**src/rtl/fp_div.sv**
```systemverilog
// Sequential signed fixed-point divider, restoring shift-subtract, one quotient bit per clock.
// q = x / y truncated toward zero in Q(WIDTH-FBITS).FBITS, with divide-by-zero and overflow flags.
module fp_div #(
  parameter int WIDTH = 32,
  parameter int FBITS = 24
) (
  input  logic             clk,
  input  logic             rst,
  input  logic             start,
  input  logic [WIDTH-1:0] x,
  input  logic [WIDTH-1:0] y,
  output logic             busy,
  output logic             valid,
  output logic             dbz,
  output logic             ovf,
  output logic [WIDTH-1:0] q,
  output logic [WIDTH-1:0] r
);

  localparam int NW = WIDTH + FBITS;
  localparam int CW = $clog2(NW + 1);
  localparam logic [CW-1:0] LAST_STEP = CW'(NW - 1);
  localparam logic [NW-1:0] QMAX_POS  = {{FBITS{1'b0}}, 1'b0, {(WIDTH-1){1'b1}}};
  localparam logic [NW-1:0] QMAX_NEG  = {{FBITS{1'b0}}, 1'b1, {(WIDTH-1){1'b0}}};

  typedef enum logic [1:0] {
    S_IDLE = 2'd0,
    S_CALC = 2'd1,
    S_DONE = 2'd2
  } state_t;

  state_t           r_state;
  state_t           w_next;
  logic             w_busy;
  logic [CW-1:0]    r_cnt;
  logic [WIDTH-1:0] r_ay;
  logic [WIDTH-1:0] r_acc;
  logic [NW-1:0]    r_num;
  logic [NW-1:0]    r_quo;
  logic             r_neg_q;
  logic             r_neg_x;
  logic             r_valid;
  logic             r_dbz;
  logic             r_ovf;
  logic [WIDTH-1:0] r_q;
  logic [WIDTH-1:0] r_r;

  logic [WIDTH-1:0] w_ax;
  logic [WIDTH-1:0] w_ay;
  logic             w_y_zero;
  logic [WIDTH:0]   w_trial;
  logic [WIDTH:0]   w_diff;
  logic             w_ge;
  logic             w_ovf;

  // Magnitudes: the most negative word maps onto 2^(WIDTH-1) as unsigned.
  assign w_ax     = x[WIDTH-1] ? (~x + {{(WIDTH-1){1'b0}}, 1'b1}) : x;
  assign w_ay     = y[WIDTH-1] ? (~y + {{(WIDTH-1){1'b0}}, 1'b1}) : y;
  assign w_y_zero = (y == {WIDTH{1'b0}});

  // A clear top bit in the difference means no borrow, i.e. trial >= divisor.
  assign w_trial  = {r_acc, r_num[NW-1]};
  assign w_diff   = w_trial - {1'b0, r_ay};
  assign w_ge     = ~w_diff[WIDTH];
  assign w_ovf    = r_neg_q ? (r_quo > QMAX_NEG) : (r_quo > QMAX_POS);

  // State register.
  always_ff @(posedge clk or posedge rst) begin
    if (rst) r_state <= S_IDLE;
    else     r_state <= w_next;
  end

  // Next-state logic.
  always_comb begin
    w_next = S_IDLE;
    case (r_state)
      S_IDLE: begin
        if (start && !w_y_zero) w_next = S_CALC;
        else                    w_next = S_IDLE;
      end
      S_CALC: begin
        if (r_cnt == LAST_STEP) w_next = S_DONE;
        else                    w_next = S_CALC;
      end
      S_DONE:  w_next = S_IDLE;
      default: w_next = S_IDLE;
    endcase
  end

  // State-decoded outputs.
  always_comb begin
    w_busy = 1'b0;
    case (r_state)
      S_CALC:  w_busy = 1'b1;
      S_DONE:  w_busy = 1'b1;
      default: w_busy = 1'b0;
    endcase
  end

  // Datapath: operand capture, one restoring step per CALC cycle, result formatting.
  always_ff @(posedge clk or posedge rst) begin
    if (rst) begin
      r_cnt   <= {CW{1'b0}};
      r_ay    <= {WIDTH{1'b0}};
      r_acc   <= {WIDTH{1'b0}};
      r_num   <= {NW{1'b0}};
      r_quo   <= {NW{1'b0}};
      r_neg_q <= 1'b0;
      r_neg_x <= 1'b0;
      r_valid <= 1'b0;
      r_dbz   <= 1'b0;
      r_ovf   <= 1'b0;
      r_q     <= {WIDTH{1'b0}};
      r_r     <= {WIDTH{1'b0}};
    end else begin
      r_valid <= 1'b0;
      case (r_state)
        S_IDLE: begin
          if (start) begin
            r_dbz   <= w_y_zero;
            r_ovf   <= 1'b0;
            r_q     <= {WIDTH{1'b0}};
            r_r     <= {WIDTH{1'b0}};
            r_ay    <= w_ay;
            r_acc   <= {WIDTH{1'b0}};
            r_num   <= {w_ax, {FBITS{1'b0}}};
            r_quo   <= {NW{1'b0}};
            r_cnt   <= {CW{1'b0}};
            r_neg_q <= x[WIDTH-1] ^ y[WIDTH-1];
            r_neg_x <= x[WIDTH-1];
          end
        end
        S_CALC: begin
          r_acc <= w_ge ? w_diff[WIDTH-1:0] : w_trial[WIDTH-1:0];
          r_num <= {r_num[NW-2:0], 1'b0};
          r_quo <= {r_quo[NW-2:0], w_ge};
          r_cnt <= r_cnt + CW'(1);
        end
        S_DONE: begin
          if (w_ovf) begin
            r_ovf <= 1'b1;
          end else begin
            r_valid <= 1'b1;
            r_q     <= r_neg_q ? (~r_quo[WIDTH-1:0] + {{(WIDTH-1){1'b0}}, 1'b1}) : r_quo[WIDTH-1:0];
            r_r     <= r_neg_x ? (~r_acc + {{(WIDTH-1){1'b0}}, 1'b1}) : r_acc;
          end
        end
        default: ;
      endcase
    end
  end

  assign busy  = w_busy;
  assign valid = r_valid;
  assign dbz   = r_dbz;
  assign ovf   = r_ovf;
  assign q     = r_q;
  assign r     = r_r;

endmodule

```
**config.mk**
```make
export PLATFORM = sky130hd
export DESIGN_NAME = fp_div
export DESIGN_NICKNAME = d
export VERILOG_FILES = /design/src/rtl/fp_div.sv
export SDC_FILE = /design/constraint.sdc
export NUM_CORES = 1
export LEC_CHECK = 0
export BUFFER_PORTS_ARGS = -buffer_cell sky130_fd_sc_hd__buf_2
export CAP_MARGIN = 25
export CORE_MARGIN = 3
export CORE_UTILIZATION = 55
export CTS_CLUSTER_SIZE = 25
export DETAILED_ROUTE_END_ITERATION = 8
export GPL_TIMING_DRIVEN = 0
export HOLD_SLACK_MARGIN = 0.02
export PLACE_DENSITY = 0.82
export SYNTH_ARGS = -nofsm -noshare
export SYNTH_HDL_FRONTEND = slang
export SYNTH_SLANG_ARGS = --single-unit
```
**constraint.sdc**
```tcl
create_clock -name clk -period 9.9 [get_ports clk]
set_input_delay 1.485 -clock clk [delete_from_list [all_inputs] [get_ports clk]]
set_output_delay 1.485 -clock clk [all_outputs]
set_load 0.05 [all_outputs]
```
==> reports/metrics.cfg <==
[critical_path]
ff2ff_setup_slack_ns = 5.88
cp_num_cells = 12
cp.required_ns = 10.29
critPathMaxFanout = 10
start_kind = flip-flop
cp_num_buf_inv = 3
crit_chain = ha_1 > clkbuf_1 > and4_1 > nand3_1 > a21oi_1 > o21ai_0 > a31oi_1 > o211a_1 > clkbuf_1 > buf_1 > mux2i_1 > o21ai_0
slowest_stage = buf_1
r2r-end = r_acc[4]
reg2reg_depth = 12
end_kind = flip-flop
arrival_ns = 4.41
cpPeakStageDelay_ns = 0.55
critical_path_class = flip-flop to flip-flop
r2r_start = r_acc[13]
crit_family = compound AO/OA/AOI/OAI gates

[logic_synthesis]
synthDistinctLibCells = 63
synth-compound-area-share = 0.233
synth_xor_area_frac = 0.0977
synth-adder-area-share = 0.0392
synth-simple-area-share = 0.139
ys_seq_elements = 229
async_reset_ff_frac = 1.00
synth_cells = 1451
ys_top_cells_by_count = dfrtp_1 (229), nand2_1 (210), o21ai_0 (182), xor2_1 (118), clkbuf_1 (75)
synth_area_per_cell_um2 = 9.15
synth-edff-count = 0
synth_most_common_cell = dfrtp_1
synth_top_family_by_area = compound AO/OA/AOI/OAI gates
synth_fp_nets = 1559
synth_area_leaders = dfrtp_1 (43%), xor2_1 (7.8%), o21ai_0 (6.9%), nand2_1 (5.9%), o31ai_1 (3.8%)
muxShareOfSynthArea = 0.0198
yosysSeqAreaShare = 0.432
syn_area_um2 = 13300
netlist.area_leader.share = 0.432
synthFlopType = dfrtp_1
synth_area_leader_cell = dfrtp_1
ys_warn_count = 0

[placed_design]
place_hpwl_mm = 25.4
gp_congestion = 0.982
post-place-ws_ns = 5.71
io_buffers = 134
dp.cells = 1905

[sta]
timing.hold.ws_ns = 0.475
skew_ns = 0.0129
max_slew_margin = 0.406
layout_setup_ws_ns = 5.88
tightest_slew_ns = 0.887
fmax_mhz = 249
setup_viol_count_final = 0
finalCritPeriodShare = 0.406
finalMaxSlewViolations = 0
finalHoldViolCount = 0
rsz0062_at_grt = no
period_minus_slack_ns = 4.02

[floorplan]
core_area_um2 = 23600
placementRows = 56
die_h_um = 161
start_util = 0.562
io_pins = 135
die-width_um = 161
die-area_um2 = 26000

[route]
drt-pass1-iter-count = 5
routed_via_density = 5.99
remaining_drc_errors = 0
vias = 11678
drtIter0Drc = 899
wl_mm = 34.0
wl_per_cell_um = 17.5
ant_nets = 0

[layout]
fin_cells = 1949
n_antenna_cell = 0
fin_util = 0.645
n_fill_cell = 1944
finalNetCount = 1720
syn2layout_area_growth_pct = 14.7
drive_gt1_frac = 0.125

[clock_tree]
cts_setup_buffers = 0
clock_latency_ns = 0.53
cts_buffers = 24
clock_sinks = 229
cts_resized = 0
cts_max_path_buffers = 3
ctsHoldBuffers = 0
tritoncts = built
h-tree-depth = 1
cts_root_buf = clkbuf_16
clk_pin_slew_ns = 0.06

[grt]
grt_pass1_vias = 11179
grt_pass1_wl_mm = 55.8
grt.total_usage = 0.257
antenna_found_initial = 0
grt_max_degree = 119
overflow = 0

[power]
intPower_mw = 1.54
leakagePower_nw = 6.90
p_sw_uw = 429
powerDensity_nw_per_um2 = 129
switching_share = 0.218
seqPwrFrac = 0.476
power.clock.fraction = 0.483
vdd_drop_max_mv = 0.133
p_comb_frac = 0.041
power.total_mw = 1.97

[min_path]
whs_path_depth = 2
min_path_type = flip-flop to flip-flop
min_to = q[13]
hold_start = q[13]

[run]
max-cap-violations = 0

[outcome]
status = complete, no violations

==> stage by stage <==
step	cell area [µm²]	TNS [ns]
floorplan	13300	0
detailed placement	14400	0
CTS	15200	0
global placement	14300	-5.11
global route	15200	0
finish	15200	0
==> power groups by stage <==
stage / clock network [mW] / logic (mW) / registers [mW]
floorplan: 0 / 0.0445 / 0.953
global placement: 0 / 0.0782 / 0.954
detailed placement: 0 / 0.0817 / 0.953
CTS: 0.960 / 0.0821 / 0.936
global route: 0.997 / 0.0913 / 0.935
finish: 0.950 / 0.0806 / 0.936
==> worst max-delay path by stage <==
stage / start / end
2_1_floorplan: rst / dbz
3_3_place_gp: rst / r_num[34]
3_5_place_dp: x[6] / r_num[53]
4_1_cts: r_acc[13] / r_acc[3]
5_1_grt: r_acc[0] / r_acc[5]
6_report: r_acc[13] / r_acc[4]
==> routing by layer <==
metal | track usage | wire length (µm)
met5 | 0 | 0
met4 | 0.0641 | 757
met1 | 0.373 | 15500
met2 | 0.410 | 15400
met3 | 0.0380 | 2360
==> state kept, by name, indices dropped and copies added (netlist names) <==
| register | flops |
|---|---|
| r_ay | 32 |
| r_cnt | 6 |
| r | 32 |
| r_state | 2 |
| ovf | 1 |
| valid | 1 |
| r_acc | 32 |
| r_num | 32 |
| dbz | 1 |
| r_quo | 56 |
| r_neg_x | 1 |
| r_neg_q | 1 |
| q | 32 |
==> layout by cell type (no fill, tap or decap), drive strengths merged, types with 4 or more instances in the layout <==
cell    netlist  layout
nand3        23      23
clkinv        0       4
nor3         13      13
inv          57      59
nor4         16      16
nand2b        5       5
o21a          7       7
dfrtp       229     229
or4          16      16
nand4        10      10
o21ai       184     184
xnor2        30      30
o41ai        20      20
clkbuf       75     109
ha           40      40
nor2         49      49
a22oi        14      14
or3          13      13
a22o         56      56
a31oi         4       4
o31ai        69      69
a21oi        58      58
xor2        118     118
buf           8     143
or2          13      13
o211ai        9       9
nor2b         9       9
mux2i        24      24
and3          4       4
a211oi        7       7
and2          5       5
nand2       210     210
a21o         10      10
a32oi        12      12
==> worst min-delay path, delay by kind of cell (launching register included) <==
kind / cells / cell delay (ns)
AND/OR/NAND/NOR: 1 / 0.04
AO/OA/AOI/OAI: 1 / 0.06
flip-flops: 1 / 0.34
==> area by class of cell <==
cell class / count / area [µm²] / area share
inverter: 57 / 221 / 0.0146
timing repair buffer: 135 / 698 / 0.0459
multi-input combinational: 1082 / 7010 / 0.461
sequential: 229 / 5730 / 0.377
tap: 319 / 399 / 0.0262
buffer: 83 / 313 / 0.0206
clock inverter: 10 / 146 / 0.00962
clock buffer: 34 / 698 / 0.0459
==> cells by family (layout without fill, tap and decap cells) <==
kind of cell	after synthesis	count (layout)
and+or+nand+nor	396	396
AOI/OAI and AO/OA	471	471
DFF	229	229
muxes	26	26
adders and majority gates	41	41
xor gates and xnor gates	148	148
buffers and inverters	140	319
No activity file was read; power rests on OpenSTA's default activity.
